### config.mk
export PLATFORM = sky130hd
export DESIGN_NAME = rotary_param_ctrl
export DESIGN_NICKNAME = d
export VERILOG_FILES = /design/src/rtl/rotary_param_ctrl.sv
export SDC_FILE = /design/constraint.sdc
export NUM_CORES = 1
export LEC_CHECK = 0
export ABC_CLOCK_PERIOD_IN_PS = 3600
export CAP_MARGIN = 20
export CORE_MARGIN = 4
export CORE_UTILIZATION = 40
export DETAILED_ROUTE_END_ITERATION = 12
export GPL_TIMING_DRIVEN = 0
export SYNTH_ARGS = -nofsm -noshare
export SYNTH_HDL_FRONTEND = slang
export SYNTH_SLANG_ARGS = --single-unit
### constraint.sdc
create_clock -name i_clk -period 3.6 [get_ports i_clk]
set_input_delay 0.72 -clock i_clk [delete_from_list [all_inputs] [get_ports i_clk]]
set_output_delay 0.72 -clock i_clk [all_outputs]
set_load 0.03 [all_outputs]
### src/rtl/rotary_param_ctrl.sv
// Rotary-encoder parameter controller: browse four registers, edit the selected
// one with speed-dependent step size, and accept host writes at any time.
module rotary_param_ctrl #(
  parameter int WIDTH       = 8,
  parameter int MAX_VAL     = 255,
  parameter int WRAP        = 0,
  parameter int FAST_WINDOW = 50000,
  parameter int FAST_STEP   = 4
) (
  input  logic               i_clk,
  input  logic               i_rst_n,
  input  logic               i_cnt,
  input  logic               i_cnt_cw,
  input  logic               i_sel,
  input  logic               i_load,
  input  logic [1:0]         i_load_idx,
  input  logic [WIDTH-1:0]   i_load_data,
  output logic               o_mode,
  output logic [1:0]         o_idx,
  output logic [4*WIDTH-1:0] o_vals,
  output logic [WIDTH-1:0]   o_sel_val,
  output logic               o_changed
);

  localparam int TW = (FAST_WINDOW < 2) ? 1 : $clog2(FAST_WINDOW + 1);
  localparam logic [TW-1:0]    FW_T   = TW'(FAST_WINDOW);
  localparam logic [WIDTH:0]   MAX_X  = (WIDTH + 1)'(MAX_VAL);
  localparam logic [WIDTH-1:0] FAST_S = WIDTH'(FAST_STEP);
  localparam logic [WIDTH-1:0] ONE_S  = WIDTH'(1'b1);

  typedef enum logic {ST_BROWSE = 1'b0, ST_EDIT = 1'b1} state_t;

  state_t           state_r, state_s;
  logic [1:0]       idx_r, idx_s;
  logic [WIDTH-1:0] vals_r [4];
  logic [WIDTH-1:0] vals_s [4];
  logic [TW-1:0]    timer_r, timer_s;
  logic             changed_r, changed_s;
  logic [WIDTH-1:0] sel_val_r;
  logic [WIDTH-1:0] step_s;
  logic [WIDTH-1:0] stepped_s;
  logic [WIDTH-1:0] load_val_s;

  // One encoder step on a register value; WIDTH+1 bits so the sum never overflows.
  function automatic logic [WIDTH-1:0] step_val(input logic [WIDTH-1:0] val,
                                                input logic [WIDTH-1:0] step,
                                                input logic             up);
    logic [WIDTH:0] v;
    logic [WIDTH:0] s;
    logic [WIDTH:0] modv;
    logic [WIDTH:0] r;
    v    = {1'b0, val};
    s    = {1'b0, step};
    modv = MAX_X + {{WIDTH{1'b0}}, 1'b1};
    if (up) begin
      r = v + s;
      if (r > MAX_X) begin
        if (WRAP != 0) begin
          r = r - modv;
        end else begin
          r = MAX_X;
        end
      end else begin
        r = v + s;
      end
    end else begin
      if (v < s) begin
        if (WRAP != 0) begin
          r = v + modv - s;
        end else begin
          r = {(WIDTH + 1){1'b0}};
        end
      end else begin
        r = v - s;
      end
    end
    return r[WIDTH-1:0];
  endfunction

  // Host data clamped into the legal register range
  always_comb begin
    load_val_s = i_load_data;
    if ({1'b0, i_load_data} > MAX_X) begin
      load_val_s = MAX_X[WIDTH-1:0];
    end else begin
      load_val_s = i_load_data;
    end
  end

  // Next-state, register update and change-pulse logic
  always_comb begin
    state_s   = state_r;
    idx_s     = idx_r;
    vals_s    = vals_r;
    changed_s = 1'b0;
    step_s    = (timer_r < FW_T) ? FAST_S : ONE_S;
    stepped_s = step_val(vals_r[idx_r], step_s, i_cnt_cw);
    if (timer_r < FW_T) begin
      timer_s = timer_r + TW'(1'b1);
    end else begin
      timer_s = FW_T;
    end

    case (state_r)
      ST_BROWSE: begin
        if (i_sel) begin
          state_s = ST_EDIT;
          timer_s = FW_T;
        end else if (i_cnt) begin
          idx_s = i_cnt_cw ? (idx_r + 2'd1) : (idx_r - 2'd1);
        end else begin
          idx_s = idx_r;
        end
      end
      ST_EDIT: begin
        if (i_sel) begin
          state_s = ST_BROWSE;
        end else if (i_cnt) begin
          timer_s = {TW{1'b0}};
          // A same-cycle host write to this register takes precedence
          if (!(i_load && (i_load_idx == idx_r))) begin
            vals_s[idx_r] = stepped_s;
            changed_s     = (stepped_s != vals_r[idx_r]);
          end else begin
            changed_s = 1'b0;
          end
        end else begin
          state_s = ST_EDIT;
        end
      end
      default: begin
        state_s = ST_BROWSE;
      end
    endcase

    if (i_load) begin
      vals_s[i_load_idx] = load_val_s;
    end else begin
      vals_s[i_load_idx] = vals_s[i_load_idx];
    end
  end

  // Registered state with synchronous active-low reset
  always_ff @(posedge i_clk) begin
    if (!i_rst_n) begin
      state_r   <= ST_BROWSE;
      idx_r     <= 2'd0;
      vals_r    <= '{default: '0};
      timer_r   <= FW_T;
      changed_r <= 1'b0;
      sel_val_r <= '0;
    end else begin
      state_r   <= state_s;
      idx_r     <= idx_s;
      vals_r    <= vals_s;
      timer_r   <= timer_s;
      changed_r <= changed_s;
      sel_val_r <= vals_s[idx_s];
    end
  end

  assign o_mode    = (state_r == ST_EDIT);
  assign o_idx     = idx_r;
  assign o_vals    = {vals_r[3], vals_r[2], vals_r[1], vals_r[0]};
  assign o_sel_val = sel_val_r;
  assign o_changed = changed_r;

endmodule

Word-level counts from Yosys, hierarchy flattened
Cells that the tools add are included.
{"block": "totals", "output_inout_bits": 44, "latch_bits": 0, "elab_cells": 71, "register_bits": 60, "romBits": 0, "mem_count": 0, "ramBits": 0}
{"block": "op_classes", "multipliers": 0, "reduce_logical": 4, "add_sub_neg": 5, "bitwise": 6, "n_shift": 0, "n_div": 0, "muxes": 37, "eq_ne": 2, "order_cmp": 8}
{"operator": "$mux 32", "n": 5}
{"operator": "$bwmux 32", "n": 3}
{"operator": "$mux 8", "n": 11}
{"operator": "$mux 16", "n": 4}
{"operator": "$bmux 8 s2", "n": 3}
{"operator": "$demux 8 s2", "n": 2}
{"operator": "$pmux 16 s2", "n": 1}
{"operator": "$add 16x1->16 const B", "n": 1}
{"operator": "$lt 16x16->1 const B", "n": 1}
{"operator": "$add 8x3->9", "n": 1}
{"operator": "$ge 3x3->1 const B", "n": 3}
{"operator": "$gt 9x8->1 const B", "n": 1}
{"operator": "$not 2->3", "n": 3}
{"operator": "$lt 8x3->1", "n": 1}
{"operator": "$mux 2", "n": 4}
{"operator": "$ne 8x8->1", "n": 1}
{"operator": "$sub 8x3->8", "n": 1}
{"operator": "$lt 3x1->1 const B", "n": 2}
{"operator": "$reduce_or 5->1", "n": 1}
{"operator": "$logic_and 1x1->1", "n": 3}
{"operator": "$mux 3", "n": 1}
{"operator": "$not 1->1", "n": 3}
{"operator": "$add 2x1->2 const B", "n": 1}
{"operator": "$eq 2x2->1", "n": 1}
{"operator": "3 further kinds", "n": 4}

Depth between registers and ports, before layout
{"block": "logic_depth", "ltp_word": 21, "depth_mapped": 15}

Least setup slack after synthesis
No wires, ideal clock.
{"block": "synth_path", "kind": "flip-flop to flip-flop", "startpoint": "reg idx_r[0], in the netlist o_idx[0]", "endpoint": "reg sel_val_r[4], in the netlist o_sel_val[4]", "setup_ns": 0.116, "path_stages_with_launch": 14, "path_buffers": 3, "synth_period_minus_slack_ns": 3.657, "arrival_ns": 3.541, "setup_slack_ns": -0.057, "cell_sequence": "dfxtp_1 > buf_6 > buf_2 > mux4_2 > ha_1 > clkbuf_1 > o21bai_1 > or3_1 > and3_1 > a211oi_4 > a211oi_1 > a21oi_2 > o22ai_1 > a31o_1"}
{"block": "synth_between", "elab_chain_cells": 21}
{"item": "start, declared", "line": "34", "rtl": "logic [1:0] idx_r, idx_s;"}
{"item": "start signal, assigned", "line": "154", "rtl": "idx_r <= idx_s;"}
{"item": "$not 2->3 (not written as such)", "line": "97, 122"}
{"item": "$bmux 8 s2", "line": "97", "rtl": "stepped_s = step_val(vals_r[idx_r], step_s, i_cnt_cw);"}
{"item": "$mux 8 (not written as such) (2 in a row)", "line": "97"}
{"item": "$add 8x3->9", "line": "64", "rtl": "r = v + s;"}
{"item": "$gt 9x8->1", "line": "57", "rtl": "if (r > MAX_X) begin"}
{"item": "$mux 8", "line": "57"}
{"item": "$mux 8", "line": "55", "rtl": "if (up) begin"}
{"item": "$bwmux 32", "line": "122", "rtl": "vals_s[idx_r] = stepped_s;"}
{"item": "(+2 left out)"}
{"item": "$mux 32", "line": "116", "rtl": "if (i_sel) begin"}
{"item": "$mux 32", "line": "104", "rtl": "case (state_r)"}
{"item": "$bmux 8 s2", "line": "139", "rtl": "vals_s[i_load_idx] = vals_s[i_load_idx];"}
{"item": "$mux 8 (not written as such) (2 in a row)", "line": "139"}
{"item": "$bwmux 32", "line": "139"}
{"item": "$mux 32", "line": "136", "rtl": "if (i_load) begin"}
{"item": "$bmux 8 s2 (*)", "line": "158", "rtl": "sel_val_r <= vals_s[idx_s];"}
{"item": "$mux 8 (not written as such) (*) (2 in a row)", "line": "158"}
{"item": "end signal, assigned", "line": "158"}
{"item": "end, declared", "line": "39", "rtl": "logic [WIDTH-1:0] sel_val_r;"}
Mark *: on every way between the ends. The rest lies on a longest branch, timed or not. The select of a mux whose other input is x is not followed.
A chain may end at the register's enable or synchronous reset.

Worst setup path in the final report
{"block": "layout_path", "startpoint": "reg idx_r[1], in the netlist o_idx[1]", "endpoint": "reg sel_val_r[6], in the netlist o_sel_val[6]"}
The elaborated chain is that of the path after synthesis.

==> impl_metrics.yaml <==
logic_synthesis:
  syn-num-nets: 513
  ys_warn_count: 0
  postSynthAreaPerCell_sq_um: 8.09
  synth_edf_count: 0
  ys_ff_latch: 60
  ys_async_sr_fraction_pct: 0
  synth_top_area_share_pct: 30.3
  netlist_top_cells_area: "dfxtp_1, nor2_1, mux4_2, a21oi_1, nand2_1"
  synth_cell_types: 67
  syn_inst: 490
  synth_area_sq_um: 3960
  ys.flop_type: "dfxtp_1"
  synth_largest_area_cell: "dfxtp_1"
  seq_area_frac_synth_pct: 30.3
run_status:
  status: "complete, no violations"
hold_path:
  min_path_type: "register to register"
sta:
  setup_viol: 0
  worst_pin_slew_ns: 0.946
  min_period_ns: 3.42
  tns_ns: 0
  slew_violations: 0
  fmaxAchievable_mhz: 292
  hold_viol: 0
  skew_ns: 0.0144
  fin_crit_sh_pct: 95.0
  slew_headroom_pct: 36.5
clock_network:
  cts.clk_slew.worst_paths_ns: 0.07
  clock_latency_ns: 0.35
  cts_tree: "built"
  htree_levels: 3
  numCtsBuffers: 9
  ctsHoldBuffers: 0
  root_buffer: "clkbuf_8"
  clockBufferDepth: 2
  cts.sinks: 60
placement:
  gp_congestion: 0.939
  hpwl_microns: 9980
  port_buffers: 59
setup_path:
  critPathMostFrequentCell: "ha_1"
  critical_path.top_delay_family: "compound AO/OA/AOI/OAI gates"
  worstSetupPathType: "register to register"
  end_kind: "register"
  cp_cell_sequence: "clkbuf_4 > buf_4 > mux4_2 > ha_1 > ha_1 > a21o_1 > and4_4 > a32o_1 > a21oi_4 > a21oi_1 > a211oi_1 > nor2_1 > o41ai_2"
  startpoint_type: "register"
  path_max_fanout: 10
  worst_path_largest_cell_delay_ns: 0.37
  crit_arrival_ns: 3.68
  slowest_stage: "mux4_2"
  required_ns: 3.86
  path_buf_inv: 2
finish:
  antenna_cells: 0
  drive_gt1_share_pct: 10.1
  area_growth_pct: 26.0
  fillerInstances: 970
  multiInputGateArea_sq_um: 2630
  regArea_sq_um: 1200
  final_cell_mix: "nor2_1, clkdlybuf4s50_1, dfxtp_1"
  final_common_cell: "nor2_1"
  final_net_count: 585
  final_util_pct: 51.3
power:
  power_density_nw_per_um2: 411
  vdd_ir_drop_max_mv: 0.211
  power.leakage_nw: 1.81
  power_mw: 2.05
routing:
  route.detailed.drc: 0
  via_per_inst: 5.87
  ant_nets: 0
  vias: 4098
  routed_wl_microns: 13700
  drtIter0Drc: 363
  wl_per_cell_microns: 19.7
  dr.pass1.iters: 5
die:
  row_count: 36
  die_h_microns: 108
  die_x_microns: 108
  io_pins: 60
  start_util_pct: 40.7
  die-area_sq_um: 11600
  core_area_sq_um: 9730
global_routing:
  grt_first_pass_wirelength_microns: 21200
  overflow: 0
  antenna_found_initial: 0
  grt_usage_pct: 24.0
  grt_pass1_vias: 3982
  grt_max_degree: 17
run:
  drv_cap: 0
[logic make-up (layout without fill, tap and decap cells)]
group / after synthesis / in the layout / share of synthesized area, %
buffers and inverters: 39 / 114 / 4.26
DFF: 60 / 60 / 30.3
xor gates and xnor gates: 28 / 28 / 6.19
and+or+nand+nor: 199 / 199 / 25.6
AOI/OAI and AO/OA: 141 / 141 / 24.5
adders and majority gates: 7 / 7 / 2.21
muxes: 16 / 16 / 6.98
[synth_stat cells (7+ instances only)]
master,count
a211oi_1,7
and3_1,7
o21ai_0,29
a21oi_1,36
nand3_1,13
xor2_1,12
xnor2_1,16
nor2_1,64
mux4_2,9
dfxtp_1,60
ha_1,7
o21a_1,8
inv_1,9
nand2_1,40
and2_1,14
nor3_1,14
clkbuf_1,21
nand2b_1,8
[area by class of cell]
class | instances | area share [%]
clock buffers | 13 | 3.58
well taps | 133 | 3.33
inverters | 9 | 0.676
plain buffers | 28 | 2.71
clock inverters | 1 | 0.601
repair buffers | 63 | 12.4
multi-input cells | 391 | 52.6
flip-flops and latches | 60 | 24.1
[through the flow]
stage	cells	hold slack [ns]	setup slack [ns]	instance area (sq um)
CTS	698	0.475	0.0512	4960
global placement	682	0.449	-0.798	4720
detailed placement	683	0.458	-0.419	4730
global route	698	0.495	-0.00404	4990
floorplan	490	0.430	0.0586	3960
finish	698	0.466	0.180	4990
[where the power goes]
part	leakage (nW)	switching, mW	internal [mW]
sequential	0.490	0.0279	0.700
clock	0.108	0.276	0.388
combinational	1.21	0.395	0.263
total	1.81	0.699	1.35
[worst paths after layout]
check	startpoint	to	slack (ns)	depth (start not counted)
min reg2reg	timer_r[0]	timer_r[0]	0.47	1
max reg2reg	o_idx[1]	o_sel_val[6]	0.18	13
min	timer_r[0]	timer_r[0]	0.47	1
max	o_idx[1]	o_sel_val[6]	0.18	13
[state kept, by name, indices dropped and copies added (netlist names)]
signal / flops
o_changed: 1
o_idx: 2
o_mode: 1
o_sel_val: 8
o_vals: 32
timer_r: 16
[repair_timing]
item	4_1_cts	5_1_grt
setup endpoints to repair	32	7
pin swaps	2	0
resized for setup	2	8
endpoints found under the hold margin	0	0
setup buffers	3	0
[layer usage]
| layer | GRT usage (%) | up-vias | part of all wire, % |
|---|---|---|---|
| met4 | 10.4 | 0 | 2.5 |
| met1 | 32.5 | 1910 | 44 |
| met2 | 35.7 | 216 | 43 |
| met3 | 6.48 | 25 | 10 |
| li1 | - | 1947 | - |
| met5 | 0 | - | 0 |
(Power assumes the default switching activity.)
